### src/rtl/hartslag_pkg.sv
// Shared types and sizing for the heart-rate measurement sequencer.
package hartslag_pkg;

  typedef enum logic [1:0] {
    IDLE,
    SETTLE,
    MEASURE,
    REPORT
  } state_e;

  localparam int unsigned COUNT_W_DEF = 8;
  localparam int unsigned WIN_W       = 28;
  localparam int unsigned AVG_DEPTH   = 4;
  localparam int unsigned AVG_SHIFT   = $clog2(AVG_DEPTH);

endpackage

### src/rtl/hartslag_beat_conditioner.sv
// Pulse-sensor conditioning: 2-flop synchroniser, debounce, rising-edge detect
// and refractory lockout; beat_acc pulses once per accepted beat.
module hartslag_beat_conditioner
  import hartslag_pkg::*;
#(
  parameter int unsigned DEBOUNCE_CYCLES   = 50_000,
  parameter int unsigned REFRACTORY_CYCLES = 10_000_000
) (
  input  logic clk,
  input  logic reset,
  input  logic ingang,
  output logic beat_acc
);

  localparam logic [WIN_W-1:0] DB_LAST   = WIN_W'(DEBOUNCE_CYCLES - 1);
  localparam logic [WIN_W-1:0] REFR_LOAD = WIN_W'(REFRACTORY_CYCLES - 1);

  logic             sync1_q, sync2_q;
  logic             filt_q, filt_prev_q;
  logic             beat_q;
  logic [WIN_W-1:0] db_cnt_q;
  logic [WIN_W-1:0] refr_q;
  logic             cand_c;

  assign cand_c   = filt_q & ~filt_prev_q;
  assign beat_acc = beat_q;

  always_ff @(posedge clk or posedge reset) begin
    if (reset) begin
      sync1_q     <= 1'b0;
      sync2_q     <= 1'b0;
      filt_q      <= 1'b0;
      filt_prev_q <= 1'b0;
      beat_q      <= 1'b0;
      db_cnt_q    <= '0;
      refr_q      <= '0;
    end else begin
      sync1_q     <= ingang;
      sync2_q     <= sync1_q;
      filt_prev_q <= filt_q;
      // Filtered level follows only after a run of identical differing samples.
      if (sync2_q == filt_q) begin
        db_cnt_q <= '0;
      end else if (db_cnt_q == DB_LAST) begin
        filt_q   <= sync2_q;
        db_cnt_q <= '0;
      end else begin
        db_cnt_q <= db_cnt_q + WIN_W'(1);
      end
      beat_q <= 1'b0;
      if (cand_c && (refr_q == '0)) begin
        beat_q <= 1'b1;
        refr_q <= REFR_LOAD;
      end else if (refr_q != '0) begin
        refr_q <= refr_q - WIN_W'(1);
      end
    end
  end

endmodule

### src/rtl/hartslag_meet_sequencer.sv
// Heart-rate window sequencer: SETTLE warm-up window, then back-to-back MEASURE
// windows each closed by a one-cycle REPORT. Define HARTSLAG_AVG_EN for a
// 4-window moving average on slagen.
module hartslag_meet_sequencer
  import hartslag_pkg::*;
#(
  parameter int unsigned WINDOW_CYCLES     = 100_000_000,
  parameter int unsigned DEBOUNCE_CYCLES   = 50_000,
  parameter int unsigned REFRACTORY_CYCLES = 10_000_000,
  parameter int unsigned COUNT_W           = COUNT_W_DEF
) (
  input  logic               clk,
  input  logic               reset,
  input  logic               start,
  input  logic               stop,
  input  logic               ingang,
  output logic [COUNT_W-1:0] slagen,
  output logic               valid,
  output logic               window_tick,
  output logic               busy,
  output logic               overflow
);

  localparam logic [WIN_W-1:0]   WIN_LAST = WIN_W'(WINDOW_CYCLES - 1);
  localparam logic [COUNT_W-1:0] CNT_MAX  = {COUNT_W{1'b1}};

  state_e             state_q;
  logic [WIN_W-1:0]   win_q;
  logic [COUNT_W-1:0] beat_cnt_q;
  logic [COUNT_W-1:0] slagen_q;
  logic               valid_q, window_tick_q, busy_q, overflow_q;

  logic               beat_acc;
  logic               win_end_c;
  logic [WIN_W-1:0]   win_nxt_c;
  logic               cnt_sat_c;
  logic [COUNT_W-1:0] cnt_inc_c;
  logic               ovf_hit_c;
  logic               start_c;
  logic               report_c;
  logic [COUNT_W-1:0] rep_c;

  hartslag_beat_conditioner #(
    .DEBOUNCE_CYCLES  (DEBOUNCE_CYCLES),
    .REFRACTORY_CYCLES(REFRACTORY_CYCLES)
  ) u_cond (
    .clk     (clk),
    .reset   (reset),
    .ingang  (ingang),
    .beat_acc(beat_acc)
  );

  assign win_end_c = (win_q == WIN_LAST);
  assign win_nxt_c = win_end_c ? '0 : win_q + WIN_W'(1);
  assign cnt_sat_c = (beat_cnt_q == CNT_MAX);
  assign cnt_inc_c = (beat_acc && !cnt_sat_c) ? beat_cnt_q + COUNT_W'(1) : beat_cnt_q;
  assign ovf_hit_c = beat_acc && cnt_sat_c;
  assign start_c   = (state_q == IDLE) && start && !stop;
  assign report_c  = (state_q == MEASURE) && win_end_c && !stop;

`ifdef HARTSLAG_AVG_EN
  localparam int unsigned SUM_W = COUNT_W + AVG_SHIFT;

  logic [COUNT_W-1:0] hist_q [AVG_DEPTH];
  logic [SUM_W-1:0]   sum_q;
  logic [SUM_W-1:0]   sum_nxt_c;
  logic               avg_first_q;

  // First report after start seeds every history slot with the same count.
  always_comb begin
    sum_nxt_c = sum_q - SUM_W'(hist_q[AVG_DEPTH-1]) + SUM_W'(cnt_inc_c);
    if (avg_first_q) sum_nxt_c = SUM_W'(cnt_inc_c) << AVG_SHIFT;
  end

  assign rep_c = COUNT_W'(sum_nxt_c >> AVG_SHIFT);

  always_ff @(posedge clk or posedge reset) begin
    if (reset) begin
      for (int i = 0; i < int'(AVG_DEPTH); i++) hist_q[i] <= '0;
      sum_q       <= '0;
      avg_first_q <= 1'b0;
    end else if (start_c) begin
      avg_first_q <= 1'b1;
    end else if (report_c) begin
      avg_first_q <= 1'b0;
      sum_q       <= sum_nxt_c;
      hist_q[0]   <= cnt_inc_c;
      for (int i = 1; i < int'(AVG_DEPTH); i++)
        hist_q[i] <= avg_first_q ? cnt_inc_c : hist_q[i-1];
    end
  end
`else
  assign rep_c = cnt_inc_c;
`endif

  always_ff @(posedge clk or posedge reset) begin
    if (reset) begin
      state_q       <= IDLE;
      win_q         <= '0;
      beat_cnt_q    <= '0;
      slagen_q      <= '0;
      valid_q       <= 1'b0;
      window_tick_q <= 1'b0;
      busy_q        <= 1'b0;
      overflow_q    <= 1'b0;
    end else begin
      valid_q       <= 1'b0;
      window_tick_q <= 1'b0;
      if (state_q == IDLE) begin
        if (start_c) begin
          state_q    <= SETTLE;
          win_q      <= '0;
          beat_cnt_q <= '0;
          overflow_q <= 1'b0;
          busy_q     <= 1'b1;
        end
      end else if (stop) begin
        state_q    <= IDLE;
        win_q      <= '0;
        beat_cnt_q <= '0;
        busy_q     <= 1'b0;
      end else begin
        win_q         <= win_nxt_c;
        window_tick_q <= (win_nxt_c == WIN_LAST);
        if (state_q == SETTLE) begin
          if (win_end_c) state_q <= MEASURE;
        end else begin
          // MEASURE or REPORT: REPORT is cycle 0 of the next window and counts beats.
          if (ovf_hit_c) overflow_q <= 1'b1;
          if (report_c) begin
            state_q    <= REPORT;
            slagen_q   <= rep_c;
            valid_q    <= 1'b1;
            beat_cnt_q <= '0;
          end else begin
            state_q    <= MEASURE;
            beat_cnt_q <= cnt_inc_c;
          end
        end
      end
    end
  end

  assign slagen      = slagen_q;
  assign valid       = valid_q;
  assign window_tick = window_tick_q;
  assign busy        = busy_q;
  assign overflow    = overflow_q;

endmodule

### config.mk
export PLATFORM = sky130hd
export DESIGN_NAME = hartslag_meet_sequencer
export DESIGN_NICKNAME = d
export VERILOG_FILES = /design/src/rtl/hartslag_pkg.sv /design/src/rtl/hartslag_beat_conditioner.sv /design/src/rtl/hartslag_meet_sequencer.sv
export SDC_FILE = /design/constraint.sdc
export NUM_CORES = 1
export LEC_CHECK = 0
export CAP_MARGIN = 20
export CORE_ASPECT_RATIO = 0.8
export CORE_MARGIN = 4
export CORE_UTILIZATION = 52
export CTS_CLUSTER_SIZE = 20
export DETAILED_ROUTE_END_ITERATION = 10
export GPL_TIMING_DRIVEN = 1
export PLACE_DENSITY = 0.77
export SYNTH_ARGS = -nofsm -noshare
export SYNTH_HDL_FRONTEND = slang
export SYNTH_HIERARCHICAL = 1
export SYNTH_SLANG_ARGS = --single-unit
### constraint.sdc
create_clock -name clk -period 5.9 [get_ports clk]
set_input_delay 1.18 -clock clk [delete_from_list [all_inputs] [get_ports clk]]
set_output_delay 1.18 -clock clk [all_outputs]
set_load 0.005 [all_outputs]
==> run_results.csv, run 1 <==
group,metric,value,unit
timing,max_slew_margin,0.5000,
cts,cts_hold_buf,0,
cts,post_cts_buffers,0,
cts,clkSlewWorstSetupHoldPaths,80,ps
final_layout,final_nets,671,
routing,top_layer_used,"met4",
timing,fin_skew,7.008,ps
die,chipHeight,105.2,um
global_route,grt_max_degree,62,
synthesis,yosys_warnings,6,
global_route,grt_remaining_overflow,0,
critical_path,crit_type,"in2reg",
min_path,hold_path.class,"reg2reg",
critical_path,setup.worst_path.end_class,"flop",
timing,drv_slew,0,
synthesis,syn_avg_cell_area,9.309,um2
synthesis,synth_compound_gate_area_share,0.1207,
die,rows,35,
cts,cts.sinks,111,
routing,vias,4876,
power,leakage,2.800,nW
power,ir_drop,142.4,uV
die,initial_core_util,0.5326,
global_route,antenna_found_initial,0,
final_layout,final_util,0.5785,
placed_design,port_buffers,16,
synthesis,synthFlopType,"dfrtp_1",
synthesis,yosysTopAreaCellShare,0.4528,
flow_run,maxCapViolCount,0,
cts,cts_tree,"built",
critical_path,cpPeakStageDelay,570,ps
final_layout,drive_gt1_frac,0.07508,
timing,tns,0,ps
synthesis,synth_top_area_cell,"dfrtp_1",
die,io_pins,17,
synthesis,syn_area,0.006135,mm2
global_route,grt.total_usage,0.1971,
status,run_status,"complete, no violations",
die,dieArea,0.01361,mm2
timing,fmax,334.5,MHz
placed_design,gp_congestion,0.9078,
die,core_area,0.01152,mm2
critical_path,crit_slowest_cell,"or2_2",
synthesis,synth_xor_xnor_area_share,0.08709,
synthesis,syn_inst,659,
synthesis,synth_area_leaders,"dfrtp_1 45%, xnor2_1 6.6%, nor2_1 4.2%, nand2_1 3.5%, nor3_1 2.8%",
placed_design,dp_hpwl,8796,um
cts,clk_latency,350,ps
synthesis,yosysSeqAreaShare,0.4528,
critical_path,crit_arrival,3240,ps
timing,worst_pin_slew,743.2,ps
final_layout,nFillCells,976,
cts,cts_repair_resize_count,0,
routing,wl_met2,5776,um
routing,wire_per_inst,15.61,um
cts,root_buffer,"clkbuf_16",
critical_path,cp.required,6150,ps
synthesis,synth_top_family_by_area,"simple AND/OR/NAND/NOR gates",
timing,rsz0062_at_grt,"false",
routing,viasPerCell,5.990,
synthesis,synth_cell_types,71,
critical_path,crit_path_start_kind,"input pin",
routing,wl_met1,5992,um
final_layout,antenna_cells,0,
cts,cts_buffers,9,
routing,met3_length,717,um
timing,hold_viol_final,0,
global_route,grt_pass1_vias,4695,
timing,fin_crit_sh,0.5067,
synthesis,synth.area.mux_share,0.01652,
synthesis,async_flop_share,1.000,
synthesis,synth-edff-count,0,
power,power_density,222.5,mW/mm2
synthesis,synth_nets,669,
critical_path,path_cells,"clkdlybuf4s50_1 > or2_2 > nor2_2 > nand2_1 > o31ai_1",
routing,drtAntennaViolNets,0,
routing,drt_iter0_markers,434,
routing,wirelength,12710,um
synthesis,synth_seq_cells,111,
routing,first_pass_iters,5,
placed_design,placed_cell_area,0.006320,mm2
cts,cts_buffer_depth,2,
global_route,grt_pass1_wl,22160,um
cts,htreeDepth,3,
routing,drcViolationCount,0,
timing,min_period,2990,ps
synthesis,synthSimpleGateAreaFrac,0.2729,
final_layout,area_growth_syn_to_layout,8.607,%
timing,setup_viol,0,
critical_path,path_max_fanout,30,
die,die_w,129.4,um
synthesis,synth_fa_ha_area_frac,0.01020,
final_layout,finalInstanceArea,0.006663,mm2
timing,whs,366.6,ps
[Yosys cell counts, types with 3 or more instances]
| library cell | count |
|---|---|
| clkbuf_1 | 10 |
| o31ai_1 | 10 |
| nand2_1 | 57 |
| and4_1 | 7 |
| a211oi_1 | 5 |
| nor2_1 | 68 |
| nor3_1 | 34 |
| or4_4 | 3 |
| xor2_1 | 15 |
| nor2b_1 | 5 |
| buf_2 | 5 |
| o21ai_1 | 23 |
| nand3_1 | 33 |
| nand2b_1 | 9 |
| buf_6 | 8 |
| or3_1 | 6 |
| a31oi_1 | 7 |
| nor4_1 | 21 |
| nand4_1 | 15 |
| and2_1 | 5 |
| xnor2_1 | 46 |
| dfrtp_1 | 111 |
| ha_1 | 5 |
| nor4_4 | 3 |
| inv_1 | 15 |
| mux2i_1 | 9 |
| or4_1 | 7 |
| o21ai_0 | 28 |
| and3_1 | 9 |
| a21oi_1 | 24 |
[layout by cell type (no fill, tap or decap), types with 3 or more instances in the layout]
cell type	count
inv_1	13
o21ai_1	23
mux2i_1	9
and4_1	7
nor4_4	3
nand2b_1	9
xnor2_1	46
nor4_1	21
or4_1	7
a211oi_1	5
nand2_1	57
o21ai_0	28
or3_1	6
nand3_1	33
and2_1	5
clkbuf_16	9
nand4_1	15
inv_8	3
o31ai_1	10
nor3_1	33
a31oi_1	7
dfrtp_1	111
clkdlybuf4s50_1	16
buf_4	3
ha_1	5
xor2_1	15
nor2b_1	5
a21oi_1	24
or4_4	3
nor2_1	68
and3_1	9
[final cells by class]
class                   instances  area (um2)  share of cell area
multi-input cells             504        3118              0.4680
flip-flops and latches        111        2778              0.4169
clock buffers                   9       225.2             0.03380
repair buffers                 20       202.7             0.03042
well taps                     148       185.2             0.02779
clock inverters                 7       97.59             0.01465
inverters                      15       56.30            0.008451
[cell families (layout without fill, tap and decap cells)]
| family | after synthesis | in the layout |
|---|---|---|
| AO/OA/AOI/OAI | 121 | 121 |
| XOR/XNOR | 61 | 61 |
| AND/OR/NAND/NOR | 307 | 307 |
| adder cells (fa/ha/maj) | 5 | 5 |
| multiplexers | 10 | 10 |
| buffers and inverters | 44 | 51 |
| flip-flops | 111 | 111 |
[metal layers]
layer,GRT usage,vias to the layer above
met5,0,-
met4,0.06602,0
met3,0.04957,29
met2,0.2903,138
met1,0.2838,2334
li1,-,2375
[power breakdown]
| part | total (mW) | leakage, nW | switching, mW | internal [mW] |
|---|---|---|---|---|
| sequential | 0.773 | 1.54 | 0.00728 | 0.766 |
| clock | 0.651 | 0.159 | 0.307 | 0.345 |
| combinational | 0.0582 | 1.10 | 0.0397 | 0.0185 |
[path summary, 6_finish.rpt]
path | startpoint | to | slack [ps] | cells past startpoint
worst max-delay path | stop | win_q[20] | 2910 | 5
worst min-delay path | u_cond/sync1_q | u_cond/sync2_q | 370 | 0
worst max register to register | win_q[9] | win_q[14] | 3180 | 6
worst min register to register | u_cond/sync1_q | u_cond/sync2_q | 370 | 0
max in group asynchronous | reset | u_cond/db_cnt_q[18] | 4030 | 3
min in group asynchronous | reset | win_q[5] | 1200 | 2
[sequential cells by signal, indices dropped and copies added (netlist names)]
name                cells
beat_cnt_q              8
busy                    1
overflow                1
slagen                  8
state_q                 2
u_cond/beat_acc         1
u_cond/db_cnt_q        28
u_cond/filt_prev_q      1
u_cond/filt_q           1
u_cond/refr_q          28
u_cond/sync1_q          1
u_cond/sync2_q          1
valid                   1
win_q                  28
window_tick             1
[stage by stage]
stage	worst slack (ps)	total power [mW]	std cells
2_1_floorplan	3207	0.8283	659
3_3_place_gp	2714	0.8433	797
3_5_place_dp	2606	0.8454	797
4_1_cts	2951	1.497	813
5_1_grt	2856	1.539	814
6_report	2910	1.482	814
[critical path: cells and delay by family]
kind                   cells  cell delay [ps]
AOI/OAI and AO/OA          1              260
and+or+nand+nor            3             1270
buffers and inverters      1              520
Note: power is estimated with default switching activity, not from simulation.
==> run 2: changes to the inputs <==
==> constraint.sdc (replaced) <==
create_clock -name clk -period 2.95 [get_ports clk]
set_input_delay 0.59 -clock clk [delete_from_list [all_inputs] [get_ports clk]]
set_output_delay 0.59 -clock clk [all_outputs]
set_load 0.005 [all_outputs]
==> run 2 against run 1 <==
Compared with the run above: utilization is 0.80 points higher; via count grew 1.8%; final area increased by 1.4%; clock skew is 1.8 ps higher; combinational power is 110% higher; non-clock buffer count rose by 10; count of clock-buffer cells in the layout grew 1; clock power grew 110%; sequential share of layout area fell by 0.57 points; highest routed layer unchanged.
==> run_results.csv, run 2 (synthesis results as in run 1) <==
group,metric,value,unit
status,run_status,"complete, no violations",
global_route,grt_max_degree,38,
timing,setup_slack,332.9,ps
cts,root_buffer,"clkbuf_16",
timing,drv_slew,0,
power,power_density,449.6,mW/mm2
cts,post_cts_buffers,0,
min_path,hold_path.class,"reg2reg",
timing,fin_skew,8.777,ps
critical_path,cpPeakStageDelay,680,ps
final_layout,final_nets,681,
power,ir_drop,287.6,uV
cts,cts_tree,"built",
critical_path,cp.required,3230,ps
final_layout,regArea,0.002778,mm2
power,leakage,2.860,nW
global_route,grt.total_usage,0.2031,
die,dieArea,0.01361,mm2
routing,viasPerCell,6.023,
final_layout,final_common_cell,"dfrtp_1",
final_layout,multi_input_area,0.003118,mm2
placed_design,dp_hpwl,9056,um
timing,tns,0,ps
final_layout,final_cell_mix,"111 x dfrtp_1, 68 x nor2_1, 57 x nand2_1",
final_layout,drive_gt1_frac,0.08876,
final_layout,nFillCells,966,
die,chipHeight,105.2,um
cts,clkSlewWorstSetupHoldPaths,80,ps
critical_path,rr_endpoint,"u_cond/refr_q[15]",
critical_path,r2r_setup_slack,330,ps
critical_path,crit_type,"reg2reg",
cts,cts_buffer_depth,2,
timing,rsz0062_at_grt,"false",
critical_path,path_max_fanout,11,
timing,fin_crit_sh,0.8871,
cts,cts_repair_resize_count,0,
routing,drtAntennaViolNets,0,
global_route,grt_pass1_wl,22800,um
global_route,antenna_found_initial,0,
critical_path,critPathCapture,"u_cond/refr_q[15]",
critical_path,critPathLaunch,"u_cond/refr_q[18]",
final_layout,antenna_cells,0,
timing,setup_viol,0,
routing,drcViolationCount,0,
die,core_area,0.01152,mm2
cts,clk_latency,350,ps
final_layout,area_growth_syn_to_layout,10.12,%
routing,drt_iter0_markers,544,
final_layout,top_regs,"u_cond/db_cnt_q: 28 flops, u_cond/refr_q: 28 flops, win_q: 28 flops",
critical_path,r2r-start,"u_cond/refr_q[18]",
flow_run,maxCapViolCount,0,
timing,min_period,2617,ps
routing,vias,4963,
placed_design,dp_slack,365.9,ps
timing,hold_viol_final,0,
critical_path,setup.worst_path.end_class,"flop",
global_route,grt_remaining_overflow,0,
critical_path,crit_arrival,2890,ps
cts,cts.sinks,111,
placed_design,gp_congestion,0.9488,
critical_path,worst-r2r-cell-count,5,
die,initial_core_util,0.5326,
timing,worst_pin_slew,658.4,ps
global_route,grt_pass1_vias,4671,
routing,wire_per_inst,15.76,um
routing,wirelength,12990,um
critical_path,crit_path_start_kind,"flop",
critical_path,path_cells,"or4_1 > or4_4 > nor4_4 > a211oi_1 > a31oi_1",
placed_design,place_inst,808,
cts,cts_buffers,9,
placed_design,port_buffers,16,
cts,cts_hold_buf,0,
cts,htreeDepth,3,
timing,max_slew_margin,0.5577,
timing,fmax,382.1,MHz
die,rows,35,
routing,first_pass_iters,5,
critical_path,crit_slowest_cell,"or4_1",
die,die_w,129.4,um
final_layout,final_cells,824,
die,io_pins,17,
[run 2: changes by cell type in the layout (fill, tap and decap cells not counted), sizes merged]
cell / previous run / this run
buf: 4 / 14
clkbuf: 9 / 10
bufinv: 1 / 2
inv: 19 / 17
[run 2: where the power goes]
part           total (mW)  switching [mW]  internal, mW
Combinational       0.121          0.0805        0.0403
Sequential           1.55          0.0144          1.53
Clock                1.37           0.588         0.783
Total                3.04           0.683          2.35
[run 2: cell type report]
| type | instances | share of cell area |
|---|---|---|
| clock buffer | 10 | 0.03538 |
| clock inverter | 6 | 0.01500 |
| inverter | 15 | 0.008335 |
| multi-input combinational | 504 | 0.4616 |
| sequential | 111 | 0.4112 |
| tap | 148 | 0.02741 |
| timing repair buffer | 30 | 0.04112 |
[run 2: metrics by stage]
| stage | utilization | cell area [um2] | hold slack [ps] | power (mW) |
|---|---|---|---|---|
| 6_report | 0.5865 | 6755 | 367.3 | 3.037 |
| 4_1_cts | 0.5865 | 6755 | 369.3 | 3.068 |
| 2_1_floorplan | - | 6135 | 331.2 | 1.657 |
| 3_5_place_dp | 0.5570 | 6415 | 341.8 | 1.699 |
| 3_3_place_gp | 0.5570 | 6415 | 344.9 | 1.694 |
| 5_1_grt | 0.5865 | 6755 | 387.7 | 3.154 |
[run 2: layer usage]
| layer | GRT usage | share of wire |
|---|---|---|
| met1 | 0.2998 | 0.47 |
| met2 | 0.3033 | 0.46 |
| met3 | 0.04343 | 0.056 |
| met4 | 0.05415 | 0.011 |
| met5 | 0 | 0 |
[run 2: worst min-delay path by stage]
stage	startpoint	endpoint	depth (start not counted)
final	u_cond/sync1_q	u_cond/sync2_q	0
after global routing	u_cond/sync1_q	u_cond/sync2_q	0
after CTS	u_cond/sync1_q	u_cond/sync2_q	0
after detailed placement	u_cond/sync1_q	u_cond/sync2_q	0
after global placement	u_cond/sync1_q	u_cond/sync2_q	0
after floorplan	u_cond/sync1_q	u_cond/sync2_q	0
[run 2: worst max-delay path: cells and delay by family, from the launching register on]
kind	cells	cell delay (ps)
compound gates	2	270
flops	1	430
simple gates	3	1830
==> run 3: changes to the inputs <==
--- a/config.mk
+++ b/config.mk
@@ -12,7 +12,7 @@
 export CTS_CLUSTER_SIZE = 20
 export DETAILED_ROUTE_END_ITERATION = 10
 export GPL_TIMING_DRIVEN = 1
-export PLACE_DENSITY = 0.77
+export PLACE_DENSITY = 0.8
 export SYNTH_ARGS = -nofsm -noshare
 export SYNTH_HDL_FRONTEND = slang
 export SYNTH_HIERARCHICAL = 1
==> constraint.sdc (replaced) <==
create_clock -name clk -period 2.3 [get_ports clk]
set_input_delay 0.46 -clock clk [delete_from_list [all_inputs] [get_ports clk]]
set_output_delay 0.46 -clock clk [all_outputs]
set_load 0.005 [all_outputs]
==> run 3 against run 2 <==
Compared with the run above: the flow now finishes with violations (setup timing); sequential share of layout area shrank 1.9 points; via count grew 5.0%; worst setup slack lost 370 ps; sequential cell count is the same; final cell count grew 4.5%; final area grew 4.9%; routed wire length grew 6.9%; die area is the same; highest routed layer unchanged.
==> run_results.csv, run 3 (synthesis results as in run 1) <==
group,metric,value,unit
cts,root_buffer,"clkbuf_16",
flow_run,maxCapViolCount,0,
min_path,hold_path.class,"reg2reg",
power,internal-power,2.780,mW
cts,cts_buffer_depth,2,
cts,clk_latency,360,ps
timing,setup_viol,2,
status,run_status,"finished with violations",
routing,drtAntennaViolNets,0,
routing,vias,5211,
routing,first_pass_iters,5,
critical_path,timing.critical_path.mode_cell,"or4_4",
die,initial_core_util,0.5326,
timing,hold_viol_final,0,
final_layout,antenna_cells,0,
final_layout,final_cell_mix,"111 x dfrtp_1, 68 x nor2_1, 57 x nand2_1",
timing,drv_slew,0,
die,core_area,0.01152,mm2
critical_path,crit_path_start_kind,"flop",
routing,wirelength,13880,um
cts,cts_buffers,9,
timing,rsz0062_at_grt,"true",
cts,clkSlewWorstSetupHoldPaths,80,ps
power,combPwrFrac,0.050,
global_route,antenna_found_initial,0,
final_layout,multi_input_area,0.003188,mm2
power,power_density,515.8,mW/mm2
critical_path,critPathCapture,"u_cond/refr_q[16]",
power,clockPowerShare,0.409,
critical_path,crit_slowest_cell,"or4_4",
critical_path,crit_arrival,2580,ps
timing,fin_skew,9.687,ps
die,chipHeight,105.2,um
timing,tns,-55.17,ps
power,switching_share,0.2394,
die,die_w,129.4,um
power,ir_drop,365.8,uV
global_route,grt_remaining_overflow,0,
final_layout,final_util,0.6151,
final_layout,nFillCells,906,
routing,wire_per_inst,16.12,um
final_layout,top_regs,"u_cond/db_cnt_q: 28 flops, u_cond/refr_q: 28 flops, win_q: 28 flops",
critical_path,path_cells,"or4_4 > or4_4 > buf_6 > o211ai_1 > nor2_1 > xor2_1",
cts,cts.sinks,111,
status,violations,"setup timing",
power,leakage,3.059,nW
placed_design,dp_hpwl,9478,um
final_layout,finalInstanceArea,0.007084,mm2
critical_path,worst-r2r-cell-count,6,
placed_design,port_buffers,16,
final_layout,final_common_cell,"dfrtp_1",
power,p_sw,874.8,uW
cts,htreeDepth,3,
routing,drcViolationCount,0,
timing,min_period,2335,ps
critical_path,path_max_fanout,5,
global_route,grt_max_degree,62,
power,p_seq_frac,0.541,
placed_design,gp_congestion,0.8879,
critical_path,r2r_setup_slack,-30,ps
critical_path,cpPeakStageDelay,600,ps
timing,whs,370.2,ps
critical_path,setup.worst_path.end_class,"flop",
timing,fin_crit_sh,1.015,
cts,cts_tree,"built",
critical_path,crit_type,"reg2reg",
routing,viasPerCell,6.052,
routing,drt_iter0_markers,425,
final_layout,drive_gt1_frac,0.1487,
final_layout,regArea,0.002778,mm2
global_route,grt_pass1_wl,23360,um
timing,worst_pin_slew,700.1,ps
critical_path,r2r-start,"u_cond/refr_q[19]",
final_layout,area_growth_syn_to_layout,15.48,%
die,rows,35,
global_route,grt_pass1_vias,4910,
critical_path,critPathLaunch,"u_cond/refr_q[19]",
die,io_pins,17,
die,dieArea,0.01361,mm2
timing,fmax,428.3,MHz
timing,setup_slack,-34.94,ps
critical_path,rr_endpoint,"u_cond/refr_q[16]",
critical_path,cp.required,2550,ps
placed_design,placed_cell_area,0.006686,mm2
final_layout,final_nets,719,
timing,max_slew_margin,0.5304,
cts,cts_hold_buf,0,
global_route,grt.total_usage,0.2098,
[run 3: changes by cell type in the layout (fill, tap and decap cells not counted), sizes merged]
cell and delta:
buf +38, bufinv -2, clkinv +2, clkbuf -1
[run 3: how the worst min path moves through the flow]
stage / start / end / slack (ps) / depth (start not counted)
2_1_floorplan: u_cond/sync1_q / u_cond/sync2_q / 330 / 0
3_3_place_gp: u_cond/sync1_q / u_cond/sync2_q / 340 / 0
3_5_place_dp: u_cond/sync1_q / u_cond/sync2_q / 360 / 0
4_1_cts: u_cond/sync1_q / u_cond/sync2_q / 370 / 0
5_1_grt: u_cond/sync1_q / u_cond/sync2_q / 370 / 0
6_report: u_cond/sync1_q / u_cond/sync2_q / 370 / 0
[run 3: metal layers]
metal / global-route usage / part of all wire / vias up
li1: - / - / 2478
met1: 0.2940 / 0.45 / 2543
met2: 0.3266 / 0.48 / 168
met3: 0.04752 / 0.050 / 22
met4: 0.06157 / 0.015 / 0
met5: 0 / 0 / -
[run 3: layout make-up]
class | count | share of cell area
clock buffers | 9 | 0.03179
clock inverters | 6 | 0.007771
inverters | 15 | 0.007948
multi-input cells | 504 | 0.4500
flip-flops and latches | 111 | 0.3921
well taps | 148 | 0.02614
repair buffers | 68 | 0.08425
[run 3: worst max-delay path: cells and delay by family, from the launching register on]
| family | cells | cell delay (ps) |
|---|---|---|
| simple gates | 3 | 1240 |
| flops | 1 | 410 |
| compound gates | 1 | 270 |
| buf+inv | 1 | 150 |
| xor+xnor | 1 | 150 |
[run 3: what timing repair did]
item,in CTS,in global routing
pin swaps,2,7
buffers inserted,2,3
setup endpoints to repair,6,25
cloned,0,1
gates resized for setup,3,11
[run 3: stage by stage]
| step | instances | total power [mW] | setup WS [ps] |
|---|---|---|---|
| 2_1_floorplan | 659 | 2.125 | 1.073 |
| 3_3_place_gp | 840 | 2.188 | 62.97 |
| 3_5_place_dp | 840 | 2.195 | -60.59 |
| 4_1_cts | 857 | 3.691 | -11.40 |
| 5_1_grt | 861 | 3.781 | -92.80 |
| 6_report | 861 | 3.654 | -34.94 |
[run 3: power groups by stage]
stage,Clock [mW],Sequential (mW),Combinational [mW]
after floorplan,0,2.01,0.110
after global placement,0,2.01,0.174
after detailed placement,0,2.02,0.179
after CTS,1.53,1.98,0.181
after global routing,1.60,1.98,0.207
final,1.50,1.98,0.183
